**src/rtl/victory_tracker.sv**
```systemverilog
// victory_tracker: round-win detection, score keeping, win hold and newGame pulse for tug-of-war.
// Define VICTORY_TRACKER_HEX_EN to drive registered 7-segment score decodes on hexL/hexR.
module victory_tracker #(
  parameter int MAX_SCORE   = 7,
  parameter int HOLD_CYCLES = 4,
  parameter int SCORE_W     = 3
) (
  input  logic               clk,
  input  logic               Reset,
  input  logic               L,
  input  logic               R,
  input  logic               edgeL,
  input  logic               edgeR,
  output logic               newGame,
  output logic               winL,
  output logic               winR,
  output logic               matchOver,
  output logic [SCORE_W-1:0] scoreL,
  output logic [SCORE_W-1:0] scoreR,
  output logic [6:0]         hexL,
  output logic [6:0]         hexR
);
  localparam int HW = HOLD_CYCLES > 1 ? $clog2(HOLD_CYCLES) : 1;
  typedef enum logic [1:0] {PLAY, HOLD, MATCH_OVER} state_t;
  state_t state, state_n;
  logic [HW-1:0] hold_cnt, hold_cnt_n;
  logic [SCORE_W-1:0] score_l_n, score_r_n, score_l_inc, score_r_inc;
  logic new_game_n, win_l_n, win_r_n, match_n;
  logic left_win, right_win;
  // Detection is blanked while newGame is high: the playfield is still re-centring.
  assign left_win    = edgeL & L & ~R & ~newGame;
  assign right_win   = edgeR & R & ~L & ~newGame;
  assign score_l_inc = scoreL + SCORE_W'(1);
  assign score_r_inc = scoreR + SCORE_W'(1);
  always_comb begin
    state_n    = state;
    hold_cnt_n = hold_cnt;
    score_l_n  = scoreL;
    score_r_n  = scoreR;
    new_game_n = 1'b0;
    win_l_n    = winL;
    win_r_n    = winR;
    match_n    = matchOver;
    case (state)
      PLAY: begin
        if (left_win) begin
          score_l_n  = score_l_inc;
          win_l_n    = 1'b1;
          match_n    = score_l_inc == SCORE_W'(MAX_SCORE);
          state_n    = match_n ? MATCH_OVER : HOLD;
          hold_cnt_n = HW'(HOLD_CYCLES - 1);
        end else if (right_win) begin
          score_r_n  = score_r_inc;
          win_r_n    = 1'b1;
          match_n    = score_r_inc == SCORE_W'(MAX_SCORE);
          state_n    = match_n ? MATCH_OVER : HOLD;
          hold_cnt_n = HW'(HOLD_CYCLES - 1);
        end
      end
      HOLD: begin
        hold_cnt_n = hold_cnt == '0 ? hold_cnt : hold_cnt - HW'(1);
        state_n    = hold_cnt == '0 ? PLAY : HOLD;
        new_game_n = hold_cnt == '0;
        win_l_n    = hold_cnt == '0 ? 1'b0 : winL;
        win_r_n    = hold_cnt == '0 ? 1'b0 : winR;
      end
      MATCH_OVER: state_n = MATCH_OVER;
      default: state_n = PLAY;
    endcase
  end
  always_ff @(posedge clk) begin
    if (!Reset) begin
      state     <= PLAY;
      hold_cnt  <= '0;
      scoreL    <= '0;
      scoreR    <= '0;
      newGame   <= 1'b0;
      winL      <= 1'b0;
      winR      <= 1'b0;
      matchOver <= 1'b0;
    end else begin
      state     <= state_n;
      hold_cnt  <= hold_cnt_n;
      scoreL    <= score_l_n;
      scoreR    <= score_r_n;
      newGame   <= new_game_n;
      winL      <= win_l_n;
      winR      <= win_r_n;
      matchOver <= match_n;
    end
  end
`ifdef VICTORY_TRACKER_HEX_EN
  function automatic logic [6:0] seg7(input logic [3:0] d);
    case (d)
      4'h0: seg7 = 7'b1000000;
      4'h1: seg7 = 7'b1111001;
      4'h2: seg7 = 7'b0100100;
      4'h3: seg7 = 7'b0110000;
      4'h4: seg7 = 7'b0011001;
      4'h5: seg7 = 7'b0010010;
      4'h6: seg7 = 7'b0000010;
      4'h7: seg7 = 7'b1111000;
      4'h8: seg7 = 7'b0000000;
      4'h9: seg7 = 7'b0010000;
      4'hA: seg7 = 7'b0001000;
      4'hB: seg7 = 7'b0000011;
      4'hC: seg7 = 7'b1000110;
      4'hD: seg7 = 7'b0100001;
      4'hE: seg7 = 7'b0000110;
      default: seg7 = 7'b0001110;
    endcase
  endfunction
  always_ff @(posedge clk) begin
    if (!Reset) begin
      hexL <= 7'b1000000;
      hexR <= 7'b1000000;
    end else begin
      hexL <= seg7(4'(scoreL));
      hexR <= seg7(4'(scoreR));
    end
  end
`else
  assign hexL = 7'b1111111;
  assign hexR = 7'b1111111;
`endif
endmodule

```
**config.mk**
```make
export PLATFORM = sky130hd
export DESIGN_NAME = victory_tracker
export DESIGN_NICKNAME = d
export VERILOG_FILES = /design/src/rtl/victory_tracker.sv
export SDC_FILE = /design/constraint.sdc
export NUM_CORES = 1
export LEC_CHECK = 0
export BUFFER_PORTS_ARGS = -buffer_cell sky130_fd_sc_hd__clkbuf_2
export CAP_MARGIN = 30
export CORE_UTILIZATION = 51
export CTS_CLUSTER_DIAMETER = 80
export DETAILED_ROUTE_END_ITERATION = 6
export GPL_ROUTABILITY_DRIVEN = 1
export PLACE_DENSITY = 0.82
export SYNTH_ARGS = -nofsm -noshare
export SYNTH_HDL_FRONTEND = slang
export SYNTH_SLANG_ARGS = --single-unit
```
**constraint.sdc**
```tcl
create_clock -name clk -period 4.05 [get_ports clk]
set_input_delay 0.405 -clock clk [delete_from_list [all_inputs] [get_ports clk]]
set_output_delay 0.405 -clock clk [all_outputs]
set_load 0.01 [all_outputs]
```
# Word level (Yosys, flattened, before mapping)
# Cells that the tools add are included.
# totals
regBits	14
inputBits	6
out_inout_bits	24
word_cells	60
# classes
addsub	3
n_eq_ne	10
n_mux	18
n_bitwise	10
n_reduce_logical	11
# ops
operator	n
two-way mux 2 bit	7
inequality test 2 bit (second input constant)	5
AND reduction 3 bit	3
two-way mux 1 bit	7
adder 3 x 1 -> 3 bit (second input constant)	2
bitwise AND 1 bit	6
equality test 3 bit (second input constant)	2
case mux 2 bit (3 select lines)	1
AND reduction 2 bit	3
zero test 2 bit	2
inverter 1 bit	4
case mux 1 bit (2 select lines)	2
case mux 2 bit (2 select lines)	1
AND reduction 4 bit	1
nonzero test 2 bit	2
inequality test 3 bit (second input constant)	1
equality test 2 x 1 -> 1 bit (second input constant)	1
equality test 2 bit (second input constant)	1
subtractor 2 x 1 -> 2 bit (second input constant)	1

# Longest topological paths before layout
# logic_depth
depth_word	6
depth_mapped	6
mapped_depth_nobuf	6

# Worst setup path after synthesis
# OpenSTA, ideal clock, no wires.
# synth_path
path_type	input -> register
start	input port R
end	register matchOver
setup_time_ps	115
arrival_ps	1258
required_ps	3935
path_slack_ps	2678
path_stages	5
path_buffers	1
cell_sequence	and4bb_2 -> and2_1 -> buf_6 -> o31a_1 -> o21a_1
# synth_between
elab_chain_len	5
word_cells_on_any_way	9
cone_classes	mux (1); bitwise (6); reduce/logical (2)
# synth_rtl
item	line_no	rtl
start, declared	11	input logic R,
bitwise AND 1 bit / inverter 1 bit (equally long branches)	32, 31	
bitwise AND 1 bit (on tied branches) (2 in a row)	32, 31	
nonzero test 2 bit (no line)	--	
AND reduction 2 bit (no line)	--	
end signal, assigned	89	matchOver <= match_n;
end, declared	17	output logic matchOver,
# Several ways; a longest one is shown, not always the timed one.
# A chain may end at the register's enable or synchronous reset.

# Worst setup path after layout
# layout_path
start	register scoreR[0]
end	register state[0]
# layout_between
elab_chain_len	6
# layout_rtl
item	line_no	rtl
start, declared	19	output logic [SCORE_W-1:0] scoreR,
start signal, assigned	85	scoreR <= score_r_n;
adder 3 x 1 -> 3 bit	34	assign score_r_inc = scoreR + SCORE_W'(1);
equality test 3 bit	55	match_n = score_r_inc == SCORE_W'(MAX_SCORE);
two-way mux 2 bit	56	state_n = match_n ? MATCH_OVER : HOLD;
two-way mux 2 bit	52	end else if (right_win) begin
two-way mux 2 bit	46	if (left_win) begin
case mux 2 bit (3 select lines)	44	case (state)
end signal, assigned	82	state <= state_n;
end, declared	25	state_t state, state_n;
# Every way passes these cells. The select of a mux whose other input is x is not followed.

==> results.md <==
* Status: finished clean
* Netlist cell types at 29
* Number of synthesized flops with an enable pin at 0
* Cts hold-fix bufs at 0
* Final wirelength at 1.394 mm
* Die area at 1815 sq um
* Placeable Area at 1524 sq um
* Gr ovfl total at 0
* TritonRoute pass-1 iters at 4
* Count of input and output buffers at 15
* Yosys warning total at 0
* Initial Utilization at 55.17%
* Antenna fix cells at 0
* Worst-skew pair later-pin latency at 0.28 ns
* Asr flop ratio synth at 0%
* CTS Sinks at 14
* Final slew viol count at 0
* #FFs+latches synth at 14
* Commonest cells after routing, fill and taps aside: 15 x clkbuf_2, 14 x conb_1, 14 x dfxtp_1
* Final worst clock skew at 0.01047 ns
* Cts repair resizes at 0
* Initial antenna violation count at 0
* Critical Path Sink Type: flop
* Top_reg_cell synth: dfxtp_1
* Clock transition at the registers of the reported paths at 0.09 ns
* Synth Instances at 96
* Setup bufs post-CTS at 0
* Synthesized area at 840.8 sq um
* Iter 0 DRT Violations at 10
* Max cap viols at 0
* Placer Congestion at 0.7270
* Finished Layout Cells at 126
* Routed wire per std cell at 11.06 um
* Final Power at 304.2 uW
* Vias in the first global route at 596
* Fmax at 686.4 MHz
* Placed cells at 122
* Min cycle time layout at 1.457 ns
* Crit Path Category: flop to flop
* Longest Clk Path Bufs at 2
* Hold depth at 2
* ANT nets after route at 0
* DR vias/cell at 5.159
* Drt drc at 0
* Worst EP required at 4.20 ns
* TritonCTS Buffers at 3
* Site row count at 14
* RSZ-0062 raised after global routing: no
* Post-synthesis sequential area ratio at 33.33%
* DP Wirelength at 1.113 mm
* Final setup violation count at 0
* Fin. Hold Viols at 0
* Syn-to-layout area delta at 5.208%
* Die span in x at 42.61 um
* HP Class: input pin to flop
* CTS tree: done
* Share of layout cells above drive strength 1 at 23.64%
* Crit path max fanout at 4
* PD cells at 343.9 nW/um^2
* Gr usage total at 17.93%
* Syn Area/Cell at 8.758 sq um
* Final period util at 35.97%
* Clk root buf: clkbuf_4
* Pin count of the biggest net entering global routing at 10
* Worst EP arrival at 1.61 ns
* Most common cell after layout, fill and taps aside: clkbuf_2
* Leakage power at 0.0004160 uW
* Nets at 122
* Peak supply drop at 0.0001788 V
* Via count at 650
* R2R cell count at 5
* H-tree depth at 1
* Global-route wire length before repair at 2.401 mm
* Num ports at 30
* Fin Setup TNS at 0 ns
* CP startpoint kind: flop
* Die Ht at 42.61 um
## state kept, by name, summed over array words and instances (netlist names)
| register | cells |
|---|---|
| matchOver | 1 |
| newGame | 1 |
| winL | 1 |
| scoreL | 3 |
| state | 2 |
| hold_cnt | 2 |
| scoreR | 3 |
| winR | 1 |
## layer usage
metal	part of all wire [%]	global-route usage (%)	vias up
met2	48	31.08	32
met5	0	0	-
met3	8.3	3.879	2
met1	43	20.32	297
li1	-	-	319
met4	0.93	9.375	0
## worst max-delay path, stage by stage, from the launching register on
cell     delay (ns)
dfxtp_1        0.40
ha_1           0.20
xor2_1         0.15
nand2_1        0.06
o21ai_0        0.37
o32ai_2        0.15
## where the power goes
| part | switching, uW | leakage, uW | internal (uW) | total [uW] |
|---|---|---|---|---|
| combinational | 29.2 | 0.000281 | 21.0 | 50.2 |
| sequential | 7.56 | 0.000114 | 146 | 153 |
| clock | 45.8 | 0.0000210 | 54.6 | 100 |
| total | 82.6 | 0.000416 | 222 | 304 |
## per-stage QoR
stage               hold WS (ns)  worst slack, ns  util, %  instance area, sq um
floorplan                 0.4840            2.678        -                 889.6
global placement          0.5040            2.576    55.67                 848.3
detailed placement        0.5191            2.539    55.67                 848.3
CTS                       0.4417            2.588    58.05                 884.6
global route              0.4520            2.499    58.05                 884.6
finish                    0.4470            2.593    58.05                 884.6
## worst paths after layout
path | from | end | slack (ns)
worst min-delay path | Reset | hold_cnt[0] | 0.45
worst max-delay path | scoreR[0] | state[0] | 2.59
worst max register to register | scoreR[0] | state[0] | 2.59
worst min register to register | hold_cnt[1] | hold_cnt[1] | 0.53
## synth_stat cells (2+ instances only)
| cell | number | area [sq um] |
|---|---|---|
| buf_4 | 16 | 120.1 |
| dfxtp_1 | 14 | 280.3 |
| nor2_1 | 8 | 30.03 |
| nand2_1 | 7 | 26.28 |
| inv_1 | 6 | 22.52 |
| ha_1 | 5 | 62.56 |
| xor2_1 | 4 | 35.03 |
| a21oi_1 | 3 | 15.01 |
| and2_1 | 3 | 18.77 |
| nand3_1 | 3 | 15.01 |
| nor3_1 | 3 | 15.01 |
| o21ai_0 | 3 | 15.01 |
| a211oi_1 | 2 | 15.01 |
| nand2b_1 | 2 | 12.51 |
| o311a_1 | 2 | 20.02 |
| xnor2_1 | 2 | 17.52 |
## area by class of cell
cell class                      count  area [sq um]
Tap cell                           16         20.02
Multi-Input combinational cell     70         446.7
Sequential cell                    14         280.3
Timing Repair Buffer               15         75.07
Inverter                            7         26.28
Clock buffer                        4         36.28
Fill cell                         150         639.4
## kinds of logic (layout without fill, tap and decap cells)
logic type	after synthesis	after routing	synth area share, %
adders and majority gates	5	5	7.440
xor gates and xnor gates	6	6	6.250
DFF	14	14	33.33
and+or+nand+nor	31	31	20.39
buffers and inverters	25	26	19.34
other	1	14	0.4460
AOI/OAI and AO/OA	14	14	12.80
(Power assumes the default switching activity.)
